`config.mk`:
```
export PLATFORM = sky130hd
export DESIGN_NAME = branch_prediction_unit
export DESIGN_NICKNAME = d
export VERILOG_FILES = /design/src/rtl/bpu_pkg.sv /design/src/rtl/bpu_sat_counter.sv /design/src/rtl/branch_prediction_unit.sv
export SDC_FILE = /design/constraint.sdc
export NUM_CORES = 2
export LEC_CHECK = 0
export CORE_UTILIZATION = 40
export CTS_BUF_LIST = sky130_fd_sc_hd__clkbuf_8
export DETAILED_ROUTE_END_ITERATION = 8
export PLACE_DENSITY = 0.57
export SLEW_MARGIN = 10
export SYNTH_ARGS = -nofsm -noshare
export SYNTH_HDL_FRONTEND = slang
export SYNTH_SLANG_ARGS = --single-unit
```
`constraint.sdc`:
```
create_clock -name clk -period 72.3 [get_ports clk]
set_clock_uncertainty 0.2 [all_clocks]
set_input_delay 7.23 -clock clk [delete_from_list [all_inputs] [get_ports clk]]
set_output_delay 7.23 -clock clk [all_outputs]
set_load 0.03 [all_outputs]
```
`src/rtl/bpu_pkg.sv`:
```
// Shared types and constants for the branch prediction unit: counter encodings,
// PC increment and the BTB entry layout.
package bpu_pkg;

  localparam int BPU_XLEN = 32;

  typedef enum logic [1:0] {
    SNT = 2'b00,
    WNT = 2'b01,
    WT  = 2'b10,
    ST  = 2'b11
  } ctr_e;

  localparam ctr_e CTR_RESET = WNT;
  localparam ctr_e CTR_ALLOC = WT;

  localparam logic [BPU_XLEN-1:0] PC_INC = 32'd4;

  // Tag is stored right-justified and zero-extended to the full address width.
  typedef struct packed {
    logic                valid;
    logic [BPU_XLEN-1:0] tag;
    logic [BPU_XLEN-1:0] target;
    ctr_e                ctr;
    logic                jump;
  } btb_entry_t;

  localparam btb_entry_t BTB_ENTRY_RESET = '{
    valid:  1'b0,
    tag:    '0,
    target: '0,
    ctr:    CTR_RESET,
    jump:   1'b0
  };

  function automatic logic ctr_predicts_taken(input ctr_e ctr);
    return ctr[1];
  endfunction

endpackage

```
`src/rtl/bpu_sat_counter.sv`:
```
// Combinational next state of a 2-bit saturating branch counter.
module bpu_sat_counter
  import bpu_pkg::*;
(
  input  logic taken,
  input  ctr_e ctr,
  output ctr_e ctr_next
);

  always_comb begin
    ctr_next = ctr;
    unique case (ctr)
      SNT: ctr_next = taken ? WNT : SNT;
      WNT: ctr_next = taken ? WT  : SNT;
      WT:  ctr_next = taken ? ST  : WNT;
      ST:  ctr_next = taken ? ST  : WT;
      default: ctr_next = ctr;
    endcase
  end

endmodule

```
`src/rtl/branch_prediction_unit.sv`:
```
// Fetch-side branch predictor: direct-mapped BTB with 2-bit counters, zero-latency
// lookup, single-port training from execute and resolve/mispredict counters.
module branch_prediction_unit
  import bpu_pkg::*;
#(
  parameter int ENTRIES = 16,
  parameter int XLEN    = 32
) (
  input  logic            clk,
  input  logic            rst,
  input  logic [XLEN-1:0] fetch_pc,
  output logic            prediction_valid,
  output logic [XLEN-1:0] predicted_pc,
  input  logic            branch_resolve,
  input  logic [XLEN-1:0] resolve_pc,
  input  logic            resolve_is_jump,
  input  logic            branch_taken,
  input  logic [XLEN-1:0] branch_addr,
  input  logic            flush_fetch,
  output logic [31:0]     resolve_count,
  output logic [31:0]     mispredict_count
);

  localparam int IDX_W = $clog2(ENTRIES);
  localparam int TAG_W = XLEN - IDX_W - 2;

  btb_entry_t btb_rd [ENTRIES];

  logic [IDX_W-1:0] fetch_idx;
  logic [TAG_W-1:0] fetch_tag;
  btb_entry_t       fetch_entry;
  logic             fetch_hit;
  logic [XLEN-1:0]  fetch_pc_inc;

  logic [IDX_W-1:0] res_idx;
  logic [TAG_W-1:0] res_tag;
  btb_entry_t       res_entry;
  logic             res_hit;
  logic             res_taken;
  ctr_e             res_ctr_next;

  logic             wr_en;
  btb_entry_t       wr_entry_d;

  logic [31:0] resolve_count_q, resolve_count_d;
  logic [31:0] mispredict_count_q, mispredict_count_d;

  // Lookup: reads the registered entries only, so a same-cycle update is not bypassed.
  assign fetch_idx    = fetch_pc[IDX_W+1:2];
  assign fetch_tag    = fetch_pc[XLEN-1:IDX_W+2];
  assign fetch_entry  = btb_rd[fetch_idx];
  assign fetch_hit    = fetch_entry.valid && (fetch_entry.tag == BPU_XLEN'(fetch_tag));
  assign fetch_pc_inc = fetch_pc + XLEN'(PC_INC);

  always_comb begin
    prediction_valid = 1'b0;
    predicted_pc     = fetch_pc_inc;
    if (!rst && fetch_hit &&
        (fetch_entry.jump || ctr_predicts_taken(fetch_entry.ctr))) begin
      prediction_valid = 1'b1;
      predicted_pc     = XLEN'(fetch_entry.target);
    end
  end

  assign res_idx   = resolve_pc[IDX_W+1:2];
  assign res_tag   = resolve_pc[XLEN-1:IDX_W+2];
  assign res_entry = btb_rd[res_idx];
  assign res_hit   = res_entry.valid && (res_entry.tag == BPU_XLEN'(res_tag));
  assign res_taken = resolve_is_jump | branch_taken;

  bpu_sat_counter u_sat_counter (
    .taken    (res_taken),
    .ctr      (res_entry.ctr),
    .ctr_next (res_ctr_next)
  );

  always_comb begin
    wr_en      = 1'b0;
    wr_entry_d = res_entry;
    if (branch_resolve) begin
      if (res_hit) begin
        wr_en = 1'b1;
        if (resolve_is_jump) begin
          wr_entry_d.ctr    = ST;
          wr_entry_d.jump   = 1'b1;
          wr_entry_d.target = BPU_XLEN'(branch_addr);
        end else if (branch_taken) begin
          wr_entry_d.ctr    = res_ctr_next;
          wr_entry_d.jump   = 1'b0;
          wr_entry_d.target = BPU_XLEN'(branch_addr);
        end else begin
          wr_entry_d.ctr    = res_ctr_next;
        end
      end else if (res_taken) begin
        // Miss on a taken resolve replaces whatever lives at this index.
        wr_en             = 1'b1;
        wr_entry_d.valid  = 1'b1;
        wr_entry_d.tag    = BPU_XLEN'(res_tag);
        wr_entry_d.target = BPU_XLEN'(branch_addr);
        wr_entry_d.ctr    = resolve_is_jump ? ST : CTR_ALLOC;
        wr_entry_d.jump   = resolve_is_jump;
      end
    end
  end

  generate
    for (genvar gi = 0; gi < ENTRIES; gi++) begin : g_entry
      btb_entry_t entry_q;
      logic       wr_sel;

      assign wr_sel     = wr_en && (res_idx == IDX_W'(gi));
      assign btb_rd[gi] = entry_q;

      always_ff @(posedge clk or posedge rst) begin
        if (rst) begin
          entry_q <= BTB_ENTRY_RESET;
        end else if (wr_sel) begin
          entry_q <= wr_entry_d;
        end
      end
    end
  endgenerate

  assign resolve_count_d    = resolve_count_q + {31'd0, branch_resolve};
  assign mispredict_count_d = mispredict_count_q + {31'd0, flush_fetch};

  always_ff @(posedge clk or posedge rst) begin
    if (rst) begin
      resolve_count_q    <= '0;
      mispredict_count_q <= '0;
    end else begin
      resolve_count_q    <= resolve_count_d;
      mispredict_count_q <= mispredict_count_d;
    end
  end

  assign resolve_count    = resolve_count_q;
  assign mispredict_count = mispredict_count_q;

endmodule

```
==> reports/summary.txt <==
Outcome -> complete, no violations
Share of layout cells above drive strength 1 -> 44.04%
Crit-path leading delay family -> buffers and inverters
Clock Sinks -> 1,152
Mapped Nets -> 4,143
Die width -> 392.3 µm
Setup Fix Bufs, Post-CTS -> 0
First drt pass iteration count -> 5
Main combinational cell family by area after synthesis -> multiplexers
Critical path data arrival time -> 14.28 ns
Crit start category -> primary input
Worst path depth -> 13
Total Neg Setup Slack -> 0 ns
Commonest cells after routing, fill and taps aside -> dfrtp_1 (1,136), mux2_2 (908), mux4_2 (559)
Min Hold Slack -> 0.2690 ns
Syn_area_per_cell -> 15.10 µm²
Core Region -> 150,500 µm²
Placer Congestion -> 0.8234
Complex-gate fraction of the synthesized area -> 1.509%
Fin crit share -> 30.02%
Max layer used -> met5
Design area -> 68,600 µm²
DR vias -> 37,670
Overflow after GRT -> 0
Clock H-tree levels -> 4
Slew HR -> 17.43%
Maximum VDD drop -> 0.01827 mV
Post-Synth Adder-Cell Area -> 0.1027%
RSZ-0062 raised after global routing -> no
WP data required -> 64.87 ns
Hold buffer count at CTS -> 0
Final setup fails -> 0
Nets -> 4,287
Fmax -> 46.07 MHz
Post-Synth Simple-Gate Area -> 4.895%
Max clock buf depth -> 3
Commonest non-fill, non-tap cell in the layout -> dfrtp_1
FP Rows -> 142
Die Y-Extent -> 392.3 µm
Most common cell on crit path -> buf_4
Sequential fraction of the synthesis area -> 47.34%
Largest net degree at the start of global routing -> 178
Post-Syn Area -> 60,940 µm²
Synth top area share -> 46.65%
Cell accounting for the most synthesized area -> dfrtp_1
Synth warn -> 0
Cts bufs inserted -> 203
CTS tree -> done
Via density -> 5.925
Fill count -> 13,460
Dominant cells by area after synthesis -> dfrtp_1 (47%), mux4_2 (21%), mux2_2 (17%)
RR Startpoint -> btb_rd[315]
Worst-path clk slew -> 0.06 ns
Routed wire length -> 184,100 µm
DRC Markers -> 0
Ports -> 199
Met2 WL post-DR -> 84,250 µm
Fin crit period -> 21.71 ns
Leak -> 29.80 nW
Area Growth Syn to Fin -> 12.57%
Worst path max stage delay -> 0.73 ns
Post-synthesis mux area share -> 40.81%
Starting Density -> 40.50%
Worst hold start -> resolve_count[31]
Post-DP HPWL -> 109,300 µm
Final hold violation count -> 0
Most common flop cell mapped by yosys -> dfrtp_1
Synth Area in XOR/XNOR -> 2.300%
Mapped Cells -> 4,036
Full die area -> 153,900 µm²
Routed length on met3 -> 12,650 µm
Layout Utilization -> 45.59%
WS Path Type -> primary input to primary output
Worst Max-Slew Pin Slew -> 1.204 ns
Power Density -> 28.75 nW/µm²
Vias in the first global route -> 39,540
Min-Delay Path Depth -> 1
Gr usage total -> 24.46%
Slowest-stage cell, CP -> buf_4
Yosys reg bits -> 1,152
MaxCap Viol Count -> 0
Worst Path Max Fanout -> 57
FF-to-FF path depth -> 11
Hold Crit Class -> register to register
EDFF count, synth -> 0
First-pass GRT wire length -> 276,000 µm
Input/output buffers -> 196
Initial antenna violation count -> 8
Skew-Pair Late Insertion Delay -> 0.95 ns
Post-cts gate resize count -> 0
Placed Instance Area -> 64,440 µm²
Post-synth ARST share -> 100.0%
Slew Limit Fails -> 0
Worst setup EP type -> primary output
Yosys cell types -> 61
Iteration-0 DRC Markers -> 2,948
CP Cell Sequence -> buf_8 > buf_4 > buf_4 > buf_4 > mux4_2 > mux4_2 > xnor2_1 > nand4_1 > or4_1 > nor4_4 > buf_4 > mux2_2 > clkdlybuf4s50_1
Register area -> 28,850 µm²
Clk root buf -> clkbuf_8
Avg WL per Cell -> 28.95 µm
Final Power -> 0.001972 W
CP bufs+invs -> 6
Area occupied by multi-input gates -> 30,300 µm²
Routed Antenna Nets -> 0
Metal-1 WL -> 83,080 µm
Critical path launch point -> fetch_pc[2]
-- where the power goes --
group	internal (W)	switching (W)	leakage, nW
logic	0.000268	0.000201	12.3
registers	0.000786	0.0000995	15.1
clock network	0.000328	0.000289	2.43
-- stage by stage --
stage / std cells / setup slack (ns)
final: 6358 / 50.59
after global routing: 6357 / 50.15
after CTS: 6355 / 50.45
after detailed placement: 5991 / 50.44
after global placement: 5991 / 50.45
after floorplan: 4036 / 32.45
-- final timing paths --
check / endpoint / slack (ns)
worst max register to register: btb_rd[726] / 65.63
max in group asynchronous: btb_rd[189] / 62.53
worst min-delay path: resolve_count[31] / 0.27
min in group asynchronous: btb_rd[957] / 6.89
worst min register to register: resolve_count[31] / 0.27
worst max-delay path: predicted_pc[26] / 50.59
-- cell type report --
class	count	share of cell area, %
tap	2016	3.677
clock inverter	110	0.9576
inverter	18	0.1131
antenna	3	0.01094
sequential	1152	42.05
timing repair buffer	285	3.920
multi-input combinational	2520	44.17
clock buffer	254	5.096
-- flip-flops by register name, summed over array words and instances (netlist names) --
register and count:
btb_rd 1088, mispredict_count 32, resolve_count 32
-- routing by layer --
layer  vias to the layer above  GRT usage, %
li1                      15660             -
met1                     20440         35.57
met2                      1288         37.35
met3                       279         4.771
met4                         8         6.484
met5                         -             0
-- synth_stat cells, types with 9 or more instances --
master,count
dfstp_2,16
buf_6,25
xnor2_1,122
nor2_1,59
nand2_1,187
nand3_1,42
or4_1,9
and3_1,22
nor3_1,22
inv_1,17
dfrtp_1,1136
nor4_1,15
mux4_2,559
o21ai_0,33
buf_2,135
a22oi_1,18
mux2_2,908
o211ai_1,10
nand4_1,30
clkbuf_1,132
a21oi_1,29
nor3_4,10
or2_2,19
xor2_1,38
buf_4,36
buf_1,18
mux2i_1,59
mux2_1,130
a211oi_1,9
nor2b_1,108
-- worst register-to-register path, cell delays in order, from the launching register on --
cell and delay (ns):
dfrtp_1 0.39, mux4_2 0.47, o21ai_0 0.33, xor2_1 0.18
a32oi_1 0.14, nor4_2 0.54, nand4_1 0.68, o31a_4 0.77
nor3_4 0.90, buf_4 0.65, buf_4 0.77, mux2_2 0.48
-- logic make-up (layout without fill, tap and decap cells) --
group / count (synthesis) / count (layout)
multiplexers: 1656 / 1656
flip-flops: 1152 / 1152
AND/OR/NAND/NOR: 557 / 557
buffers and inverters: 364 / 667
XOR/XNOR: 160 / 160
AO/OA/AOI/OAI: 142 / 142
adder cells (fa/ha/maj): 5 / 5
other: 0 / 3
Power figures use the tool's default switching activity.
